`src/rtl/elevator_pkg.sv`:
```
// Shared constants and state encoding for the single-car elevator.
// Status codes double as the FSM encoding seen by the request buffer.
package elevator_pkg;

  localparam int NUM_FLOORS = 8;
  localparam int FLOOR_W    = 3;

  localparam logic [3:0] ST_IDLE       = 4'd0;
  localparam logic [3:0] ST_MOVE_UP    = 4'd1;
  localparam logic [3:0] ST_MOVE_DOWN  = 4'd2;
  localparam logic [3:0] ST_STOP       = 4'd3;
  localparam logic [3:0] ST_DOOR_OPEN  = 4'd7;
  localparam logic [3:0] ST_DOOR_CLOSE = 4'd8;

  typedef enum logic [3:0] {
    S_IDLE       = ST_IDLE,
    S_MOVE_UP    = ST_MOVE_UP,
    S_MOVE_DOWN  = ST_MOVE_DOWN,
    S_STOP       = ST_STOP,
    S_DOOR_OPEN  = ST_DOOR_OPEN,
    S_DOOR_CLOSE = ST_DOOR_CLOSE
  } state_e;

endpackage

```
`src/rtl/elevator_req_scan.sv`:
```
// Request scan: pending work above/below/at the car floor and
// collective-scan stop decisions for each sweep direction.
module elevator_req_scan
  import elevator_pkg::*;
(
  input  logic [NUM_FLOORS-1:0] upcall_i,
  input  logic [NUM_FLOORS-1:0] downcall_i,
  input  logic [NUM_FLOORS-1:0] floor_btn_i,
  input  logic [FLOOR_W-1:0]    floor_i,
  output logic                  above_o,
  output logic                  below_o,
  output logic                  here_o,
  output logic                  stop_up_o,
  output logic                  stop_down_o
);

  logic [NUM_FLOORS-1:0] req;

  assign req = upcall_i | downcall_i | floor_btn_i;

  // OR-reduce requests strictly above and strictly below the car
  always_comb begin
    above_o = 1'b0;
    below_o = 1'b0;
    for (int i = 0; i < NUM_FLOORS; i++) begin
      if (i > int'(floor_i)) above_o = above_o | req[i];
      if (i < int'(floor_i)) below_o = below_o | req[i];
    end
  end

  assign here_o = req[floor_i];

  // Opposite-direction hall calls only served at the end of a sweep
  assign stop_up_o = floor_btn_i[floor_i]
                   | upcall_i[floor_i]
                   | (downcall_i[floor_i] & ~above_o);

  assign stop_down_o = floor_btn_i[floor_i]
                     | downcall_i[floor_i]
                     | (upcall_i[floor_i] & ~below_o);

endmodule

```
`src/rtl/elevator_scheduler.sv`:
```
// Collective-scan car motion and door controller.
// ELEVATOR_DOOR_HOLD_EN adds the door_hold input.
module elevator_scheduler
  import elevator_pkg::*;
#(
  parameter int FLOOR_TICKS = 100,
  parameter int DOOR_TICKS  = 200,
  parameter int CLOSE_TICKS = 50,
  parameter int CNT_W       = 16
) (
  input  logic                  clk,
  input  logic                  rst,
  input  logic [NUM_FLOORS-1:0] upcall,
  input  logic [NUM_FLOORS-1:0] downcall,
  input  logic [NUM_FLOORS-1:0] floor_btn,
`ifdef ELEVATOR_DOOR_HOLD_EN
  input  logic                  door_hold,
`endif
  output logic [FLOOR_W-1:0]    floor,
  output logic [3:0]            status,
  output logic                  dir_up,
  output logic                  door_open
);

  localparam logic [CNT_W-1:0] FL_END = CNT_W'(FLOOR_TICKS - 1);
  localparam logic [CNT_W-1:0] DO_END = CNT_W'(DOOR_TICKS - 1);
  localparam logic [CNT_W-1:0] CL_END = CNT_W'(CLOSE_TICKS - 1);

  state_e             state_q, state_d;
  logic [FLOOR_W-1:0] floor_q, floor_d;
  logic               dir_q, dir_d;
  logic [CNT_W-1:0]   cnt_q, cnt_d;
  logic               door_q, door_d;

  logic above, below, here, stop_up, stop_down;
  logic hold;

`ifdef ELEVATOR_DOOR_HOLD_EN
  assign hold = door_hold;
`else
  assign hold = 1'b0;
`endif

  elevator_req_scan u_scan (
    .upcall_i    (upcall),
    .downcall_i  (downcall),
    .floor_btn_i (floor_btn),
    .floor_i     (floor_q),
    .above_o     (above),
    .below_o     (below),
    .here_o      (here),
    .stop_up_o   (stop_up),
    .stop_down_o (stop_down)
  );

  // Next-state, counter, floor and direction decisions
  always_comb begin
    state_d = state_q;
    floor_d = floor_q;
    dir_d   = dir_q;
    cnt_d   = cnt_q + 1'b1;
    case (state_q)
      S_IDLE: begin
        cnt_d = '0;
        if (here) begin
          state_d = S_DOOR_OPEN;
        end else if (above && (dir_q || !below)) begin
          state_d = S_MOVE_UP;
          dir_d   = 1'b1;
        end else if (below) begin
          state_d = S_MOVE_DOWN;
          dir_d   = 1'b0;
        end
      end
      S_MOVE_UP: begin
        if (cnt_q == FL_END) begin
          floor_d = floor_q + 1'b1;
          cnt_d   = '0;
          state_d = S_STOP;
        end
      end
      S_MOVE_DOWN: begin
        if (cnt_q == FL_END) begin
          floor_d = floor_q - 1'b1;
          cnt_d   = '0;
          state_d = S_STOP;
        end
      end
      S_STOP: begin
        cnt_d = '0;
        if (dir_q ? stop_up : stop_down) begin
          state_d = S_DOOR_OPEN;
        end else if (dir_q && above) begin
          state_d = S_MOVE_UP;
        end else if (!dir_q && below) begin
          state_d = S_MOVE_DOWN;
        end else begin
          state_d = S_IDLE;
        end
      end
      S_DOOR_OPEN: begin
        if (hold) begin
          cnt_d = '0;
        end else if (cnt_q == DO_END) begin
          cnt_d   = '0;
          state_d = S_DOOR_CLOSE;
        end
      end
      S_DOOR_CLOSE: begin
        if (here || hold) begin
          cnt_d   = '0;
          state_d = S_DOOR_OPEN;
        end else if (cnt_q == CL_END) begin
          cnt_d   = '0;
          state_d = S_IDLE;
        end
      end
      default: begin
        cnt_d   = '0;
        state_d = S_IDLE;
      end
    endcase
    door_d = (state_d == S_DOOR_OPEN) ||
             (state_d == S_DOOR_CLOSE);
  end

  // State and output registers, reset returns car to floor 0
  always_ff @(posedge clk) begin
    if (rst) begin
      state_q <= S_IDLE;
      floor_q <= '0;
      dir_q   <= 1'b1;
      cnt_q   <= '0;
      door_q  <= 1'b0;
    end else begin
      state_q <= state_d;
      floor_q <= floor_d;
      dir_q   <= dir_d;
      cnt_q   <= cnt_d;
      door_q  <= door_d;
    end
  end

  assign floor     = floor_q;
  assign status    = state_q;
  assign dir_up    = dir_q;
  assign door_open = door_q;

endmodule
```
`config.mk`:
```
export PLATFORM = sky130hd
export DESIGN_NAME = elevator_scheduler
export DESIGN_NICKNAME = d
export VERILOG_FILES = /design/src/rtl/elevator_pkg.sv /design/src/rtl/elevator_req_scan.sv /design/src/rtl/elevator_scheduler.sv
export SDC_FILE = /design/constraint.sdc
export NUM_CORES = 1
export LEC_CHECK = 0
export CELL_PAD_IN_SITES_DETAIL_PLACEMENT = 2
export CELL_PAD_IN_SITES_GLOBAL_PLACEMENT = 2
export CORE_UTILIZATION = 25
export DETAILED_ROUTE_END_ITERATION = 6
export PLACE_DENSITY = 0.77
export SETUP_SLACK_MARGIN = 0.05
export SYNTH_ARGS = -nofsm -noshare
export SYNTH_HDL_FRONTEND = slang
export SYNTH_SLANG_ARGS = --single-unit
```
`constraint.sdc`:
```
create_clock -name clk -period 2.9 [get_ports clk]
set_input_delay 0.435 -clock clk [delete_from_list [all_inputs] [get_ports clk]]
set_output_delay 0.435 -clock clk [all_outputs]
set_load 0.05 [all_outputs]
```
==> results of run 1 <==
-- placed cells by master (no fill, tap or decap), types with 4 or more instances in the layout --
cell type and count:
sky130_fd_sc_hd__o21ai_0 7, sky130_fd_sc_hd__a21oi_1 8, sky130_fd_sc_hd__nor2_4 8, sky130_fd_sc_hd__xor2_1 7, sky130_fd_sc_hd__mux2i_1 6, sky130_fd_sc_hd__nand2_1 18
sky130_fd_sc_hd__a31oi_1 4, sky130_fd_sc_hd__nor2_1 24, sky130_fd_sc_hd__dfxtp_1 25, sky130_fd_sc_hd__ha_1 8, sky130_fd_sc_hd__nor3_1 13, sky130_fd_sc_hd__clkdlybuf4s50_1 34
sky130_fd_sc_hd__nor2b_1 5, sky130_fd_sc_hd__and3_1 5, sky130_fd_sc_hd__inv_1 4, sky130_fd_sc_hd__xnor2_1 8, sky130_fd_sc_hd__nand3_1 7, sky130_fd_sc_hd__buf_4 6
-- flip-flops by register name, indices dropped and copies added (netlist names) --
signal / cells
status: 4
dir_up: 1
door_open: 1
floor: 3
cnt_q: 16
-- critical path: cells and delay by family (launching register included) --
kind,cells,cell delay (ns)
AND/OR/NAND/NOR,4,0.84
AO/OA/AOI/OAI,2,0.68
flip-flops,1,0.57
buffers and inverters,1,0.27
-- path summary, 6_finish.rpt --
path	startpoint	end	slack, ns	cells past startpoint
setup reg to reg	floor[1]	cnt_q[4]	0.40	7
setup / recovery	floor[1]	cnt_q[4]	0.40	7
hold reg to reg	cnt_q[0]	cnt_q[0]	0.49	1
hold / removal	cnt_q[0]	cnt_q[0]	0.49	1
-- metrics by stage --
step	hold WS, ns	total power [mW]	instances	instance area, µm²
6_report	0.4921	0.8363	364	2436
5_1_grt	0.5065	0.8847	364	2436
4_1_cts	0.4957	0.8554	364	2436
3_5_place_dp	0.4724	0.6375	360	2391
3_3_place_gp	0.4586	0.6327	360	2391
2_1_floorplan	0.4428	0.5399	231	1948
-- cells by family after synthesis --
kind of cell,after synthesis,share of synthesized area
compound gates,52,0.1985
fa+ha+maj,8,0.05138
simple gates,106,0.3205
buf+inv,16,0.04559
mux,9,0.05973
flops,25,0.2569
xor+xnor,15,0.06744
-- area by class of cell --
class,instances,area [µm²],area share
multi-input combinational,190,1359,0.5578
timing repair buffer,40,385.4,0.1582
tap,99,123.9,0.05085
sequential,25,500.5,0.2054
clock buffer,4,45.04,0.01849
inverter,6,22.52,0.009245
-- power by group --
part	total (mW)	internal (mW)	switching [mW]
logic	0.244	0.0991	0.145
clock network	0.207	0.0983	0.109
registers	0.385	0.359	0.0266
-- per-layer routing --
layer	up-vias	GRT usage	wire, µm
li1	924	-	-
met1	908	0.1972	2912
met2	33	0.2780	2951
met3	13	0.02525	154
met4	0	0.04167	127
met5	-	0	0
==> flow_summary.json, run 1 <==
{
  "timing.setup.critical_path_class": "reg -> reg",
  "filler_cell_count": 860,
  "drv_cap": 0,
  "synth_nets": 265,
  "syn_to_final_growth_pct": 25.05,
  "insertion_delay_ns": 0.27,
  "worst_path_largest_cell_delay_ns": 0.57,
  "post-cts-setup-buffer-count": 0,
  "overall_die_width_um": 90.28,
  "ys_warnings": 0,
  "powerDensity_nw_per_um2": 343.3,
  "crit_required_ns": 3.05,
  "cell_with_the_largest_stage_delay_on_the_worst_path": "sky130_fd_sc_hd__dfxtp_1",
  "first_pass_grt_wire_length_mm": 10.58,
  "cell_chain_of_the_critical_path": "buf_4 > or3b_2 > o22ai_1 > nor4_4 > nand4_2 > a31o_4 > nor2_1",
  "drive_gt1_frac": 0.1434,
  "tritoncts": "yes",
  "worstHoldPathType": "reg -> reg",
  "placeableCoreArea_um2": 7408,
  "synthFlopType": "sky130_fd_sc_hd__dfxtp_1",
  "crit_path_start_kind": "flip-flop",
  "cts_max_path_buffers": 2,
  "cts_max_level": 1,
  "post-synth-top-count-cell": "sky130_fd_sc_hd__dfxtp_1",
  "timing.critical_path.fanout_max": 16,
  "synth-edff-count": 0,
  "io_buffer_count": 34,
  "worst_slew_pin_slew_ns": 0.5828,
  "grt_overflow": 0,
  "synth_seq_cells": 25,
  "rows": 31,
  "synth_cells": 231,
  "placer_congestion": 0.8166,
  "min_period_ns": 2.500,
  "grt_start_max_net_pins": 17,
  "distinct_cells_synth": 57,
  "average_via_count_per_standard_cell": 5.159,
  "detail_route.iter0.violations": 31,
  "yosysTopAreaCell": "sky130_fd_sc_hd__dfxtp_1",
  "effective_utilization_at_floorplan": 0.2630,
  "synth.top_cells.by_area": "sky130_fd_sc_hd__dfxtp_1 26%, sky130_fd_sc_hd__ha_1 5.1%, sky130_fd_sc_hd__nor2_1 4.6%",
  "cts_buffers": 3,
  "cts_sinks": 25,
  "dp_hpwl_mm": 4.810,
  "ant_nets": 0,
  "syn_area_um2": 1948,
  "dieArea_um2": 8150,
  "critical_path.endpoint_type": "flip-flop",
  "ctsHoldBuffers": 0,
  "setup_viol": 0,
  "clock.fmax_ghz": 0.4000,
  "final_core_utilization": 0.3288,
  "gr-usage-all-layers": 0.1573,
  "cts_root_buffer": "sky130_fd_sc_hd__clkbuf_8",
  "outcome": "finished clean",
  "cts.clk_slew.worst_paths_ns": 0.09,
  "antenna-diode-count": 0,
  "rsz0062_at_grt": "no",
  "static-leakage-power_nw": 0.7550,
  "synth-seq-area-share": 0.2569,
  "post_cts_resized": 0,
  "drv_slew": 0,
  "wire_per_inst_um": 16.88,
  "slew-limit-headroom": 0.6105,
  "routed_wl_mm": 6.146,
  "first_global_vias": 2084,
  "postSynth.asyncResetShare": 0,
  "finalHoldViolations": 0,
  "postSynthAreaPerCell_um2": 8.433,
  "drc_errors": 0,
  "dr_total_vias": 1878,
  "timing.clock.skew_ns": 0.002948,
  "arrival_ns": 2.65,
  "timing.final.crit_share": 0.8621,
  "worst_slack_ns": 0.4000,
  "totalNegativeSetupSlack_ns": 0,
  "die-height_um": 90.28,
  "ys_top_cells_by_count": "25 x sky130_fd_sc_hd__dfxtp_1, 24 x sky130_fd_sc_hd__nor2_1, 18 x sky130_fd_sc_hd__nand2_1, 13 x sky130_fd_sc_hd__nor3_1",
  "initial_antenna_violation_count": 0,
  "ios": 35,
  "place_worst_setup_slack_ns": 0.1221,
  "vdd_ir_drop_max_mv": 0.1458,
  "finish.net_count": 300,
  "post-synth-top-area-fraction": 0.2569,
  "detail_route.first_pass.iterations": 4
}
(Power assumes the default switching activity.)
==> run 2: changes to the inputs <==
Settings changed: CORE_ASPECT_RATIO set to 1.4.
==> flow_summary.json, run 2 (synthesis gave the netlist of run 1 again) <==
{
  "share_seq_of_total_power": 0.456,
  "ctsHoldBuffers": 0,
  "crit_path_start_kind": "input port",
  "timing.setup.critical_path_class": "in -> reg",
  "totalNegativeSetupSlack_ns": 0,
  "multi_input_comb_area_um2": 1359,
  "initial_antenna_violation_count": 0,
  "slew-limit-headroom": 0.5929,
  "largest_reg_flops": 16,
  "wire_per_inst_um": 17.67,
  "first_pass_grt_wire_length_mm": 10.69,
  "filler_cell_count": 862,
  "rsz0062_at_grt": "no",
  "cts_max_path_buffers": 2,
  "drv_slew": 0,
  "drv_cap": 0,
  "arrival_ns": 2.64,
  "dp_hpwl_mm": 5.001,
  "worst-path-buf-inv": 1,
  "io_buffer_count": 34,
  "ios": 35,
  "rows": 37,
  "insertion_delay_ns": 0.27,
  "cts_buffers": 3,
  "powerDensity_nw_per_um2": 349.4,
  "clock.fmax_ghz": 0.4104,
  "worst_slew_pin_slew_ns": 0.6091,
  "fin_total_pwr_uw": 846.4,
  "timing.clock.skew_ns": 0.01158,
  "detail_route.iter0.violations": 66,
  "first_global_vias": 2133,
  "cts_root_buffer": "sky130_fd_sc_hd__clkbuf_8",
  "layout_commonest_cell": "sky130_fd_sc_hd__clkdlybuf4s50_1",
  "comb_power_share": 0.289,
  "ant_nets": 0,
  "finish.net_count": 298,
  "timing.critical_path.fanout_max": 16,
  "cell_chain_of_the_critical_path": "clkdlybuf4s50_1 > nor3_1 > a2111oi_1 > nor4_4 > nand4_2 > a31o_4 > a21oi_1",
  "grt_use_met3": 0.02146,
  "static-leakage-power_nw": 0.7431,
  "finalHoldViolations": 0,
  "leading_cell_types_in_the_layout_fill_and_taps_excluded": "34 x sky130_fd_sc_hd__clkdlybuf4s50_1, 25 x sky130_fd_sc_hd__dfxtp_1, 24 x sky130_fd_sc_hd__nor2_1, 18 x sky130_fd_sc_hd__nand2_1, 13 x sky130_fd_sc_hd__nor3_1",
  "cts_max_level": 1,
  "post_cts_resized": 0,
  "fin_worst_hold_slack_ns": 0.4851,
  "grt_overflow": 0,
  "gr_met1_demand_resource": 0.1706,
  "total_area_of_sequential_cells_um2": 500.5,
  "grt_busiest_layer": "met2",
  "p_sw_frac": 0.3439,
  "tritoncts": "yes",
  "gr-usage-all-layers": 0.1654,
  "outcome": "finished clean",
  "setup_viol": 0,
  "power_internal_uw": 555.3,
  "worstHoldPathType": "reg -> reg",
  "timing.final.crit_share": 0.8402,
  "vdd_ir_drop_max_mv": 0.1905,
  "die-height_um": 106.4,
  "drc_errors": 0,
  "cell_type_group_with_the_largest_total_delay_on_the_critical_path": "simple AND/OR/NAND/NOR gates",
  "antenna-diode-count": 0,
  "dr_total_vias": 1876,
  "cell_with_the_largest_stage_delay_on_the_worst_path": "sky130_fd_sc_hd__clkdlybuf4s50_1",
  "drive_gt1_frac": 0.1407,
  "placer_congestion": 0.8190,
  "critical_path.endpoint_type": "flip-flop",
  "cts_sinks": 25,
  "syn_to_final_growth_pct": 24.34,
  "clock_power_share": 0.255,
  "globalRouteMet2Util": 0.3378,
  "post-cts-setup-buffer-count": 0,
  "min_period_ns": 2.437,
  "crit_required_ns": 3.10,
  "dieArea_um2": 8154,
  "grt_start_max_net_pins": 17,
  "routed_wl_mm": 6.362,
  "final_instance_area_um2": 2422,
  "cts.clk_slew.worst_paths_ns": 0.09,
  "effective_utilization_at_floorplan": 0.2614,
  "worst_path_largest_cell_delay_ns": 0.46,
  "detail_route.first_pass.iterations": 4,
  "detailed_place.area_um2": 2374,
  "sw_power_uw": 291.1,
  "register_with_the_highest_flop_count": "cnt_q",
  "overall_die_width_um": 76.61,
  "average_via_count_per_standard_cell": 5.211,
  "placeableCoreArea_um2": 7453,
  "ff2ff_setup_slack_ns": 0.56
}
run 2: final timing paths:
path,from,to,cells past startpoint
worst max-delay path,downcall[3],cnt_q[15],7
worst min-delay path,cnt_q[0],cnt_q[0],1
worst max register to register,floor[0],door_open,8
worst min register to register,cnt_q[0],cnt_q[0],1
run 2: power by group through the flow:
stage                     clock, mW  sequential (mW)  combinational (mW)
final                         0.216            0.386               0.245
after global routing          0.239            0.389               0.265
after CTS                     0.223            0.386               0.248
after detailed placement          0            0.394               0.246
after global placement            0            0.393               0.241
after floorplan                   0            0.425               0.115
run 2: area by class of cell:
| cell class | count | share of cell area |
|---|---|---|
| Inverter | 6 | 0.009298 |
| Sequential cell | 25 | 0.2066 |
| Clock buffer | 3 | 0.01705 |
| Tap cell | 97 | 0.05010 |
| Multi-Input combinational cell | 190 | 0.5609 |
| Clock inverter | 1 | 0.003099 |
| Timing Repair Buffer | 38 | 0.1529 |
run 2: per-layer routing:
metal  wire, µm  vias up  share of wire
met5          0        -              0
met4        112        0          0.018
met3        132        8          0.021
met2       3608       31           0.57
met1       2508      918           0.39
li1           -      919              -
run 2: stage by stage:
stage,setup slack (ns),instances,utilization
3_3_place_gp,0.2117,356,0.3184
2_1_floorplan,0.5244,231,-
3_5_place_dp,0.1132,356,0.3184
6_report,0.4633,360,0.3250
5_1_grt,0.2507,360,0.3250
4_1_cts,0.3864,360,0.3250
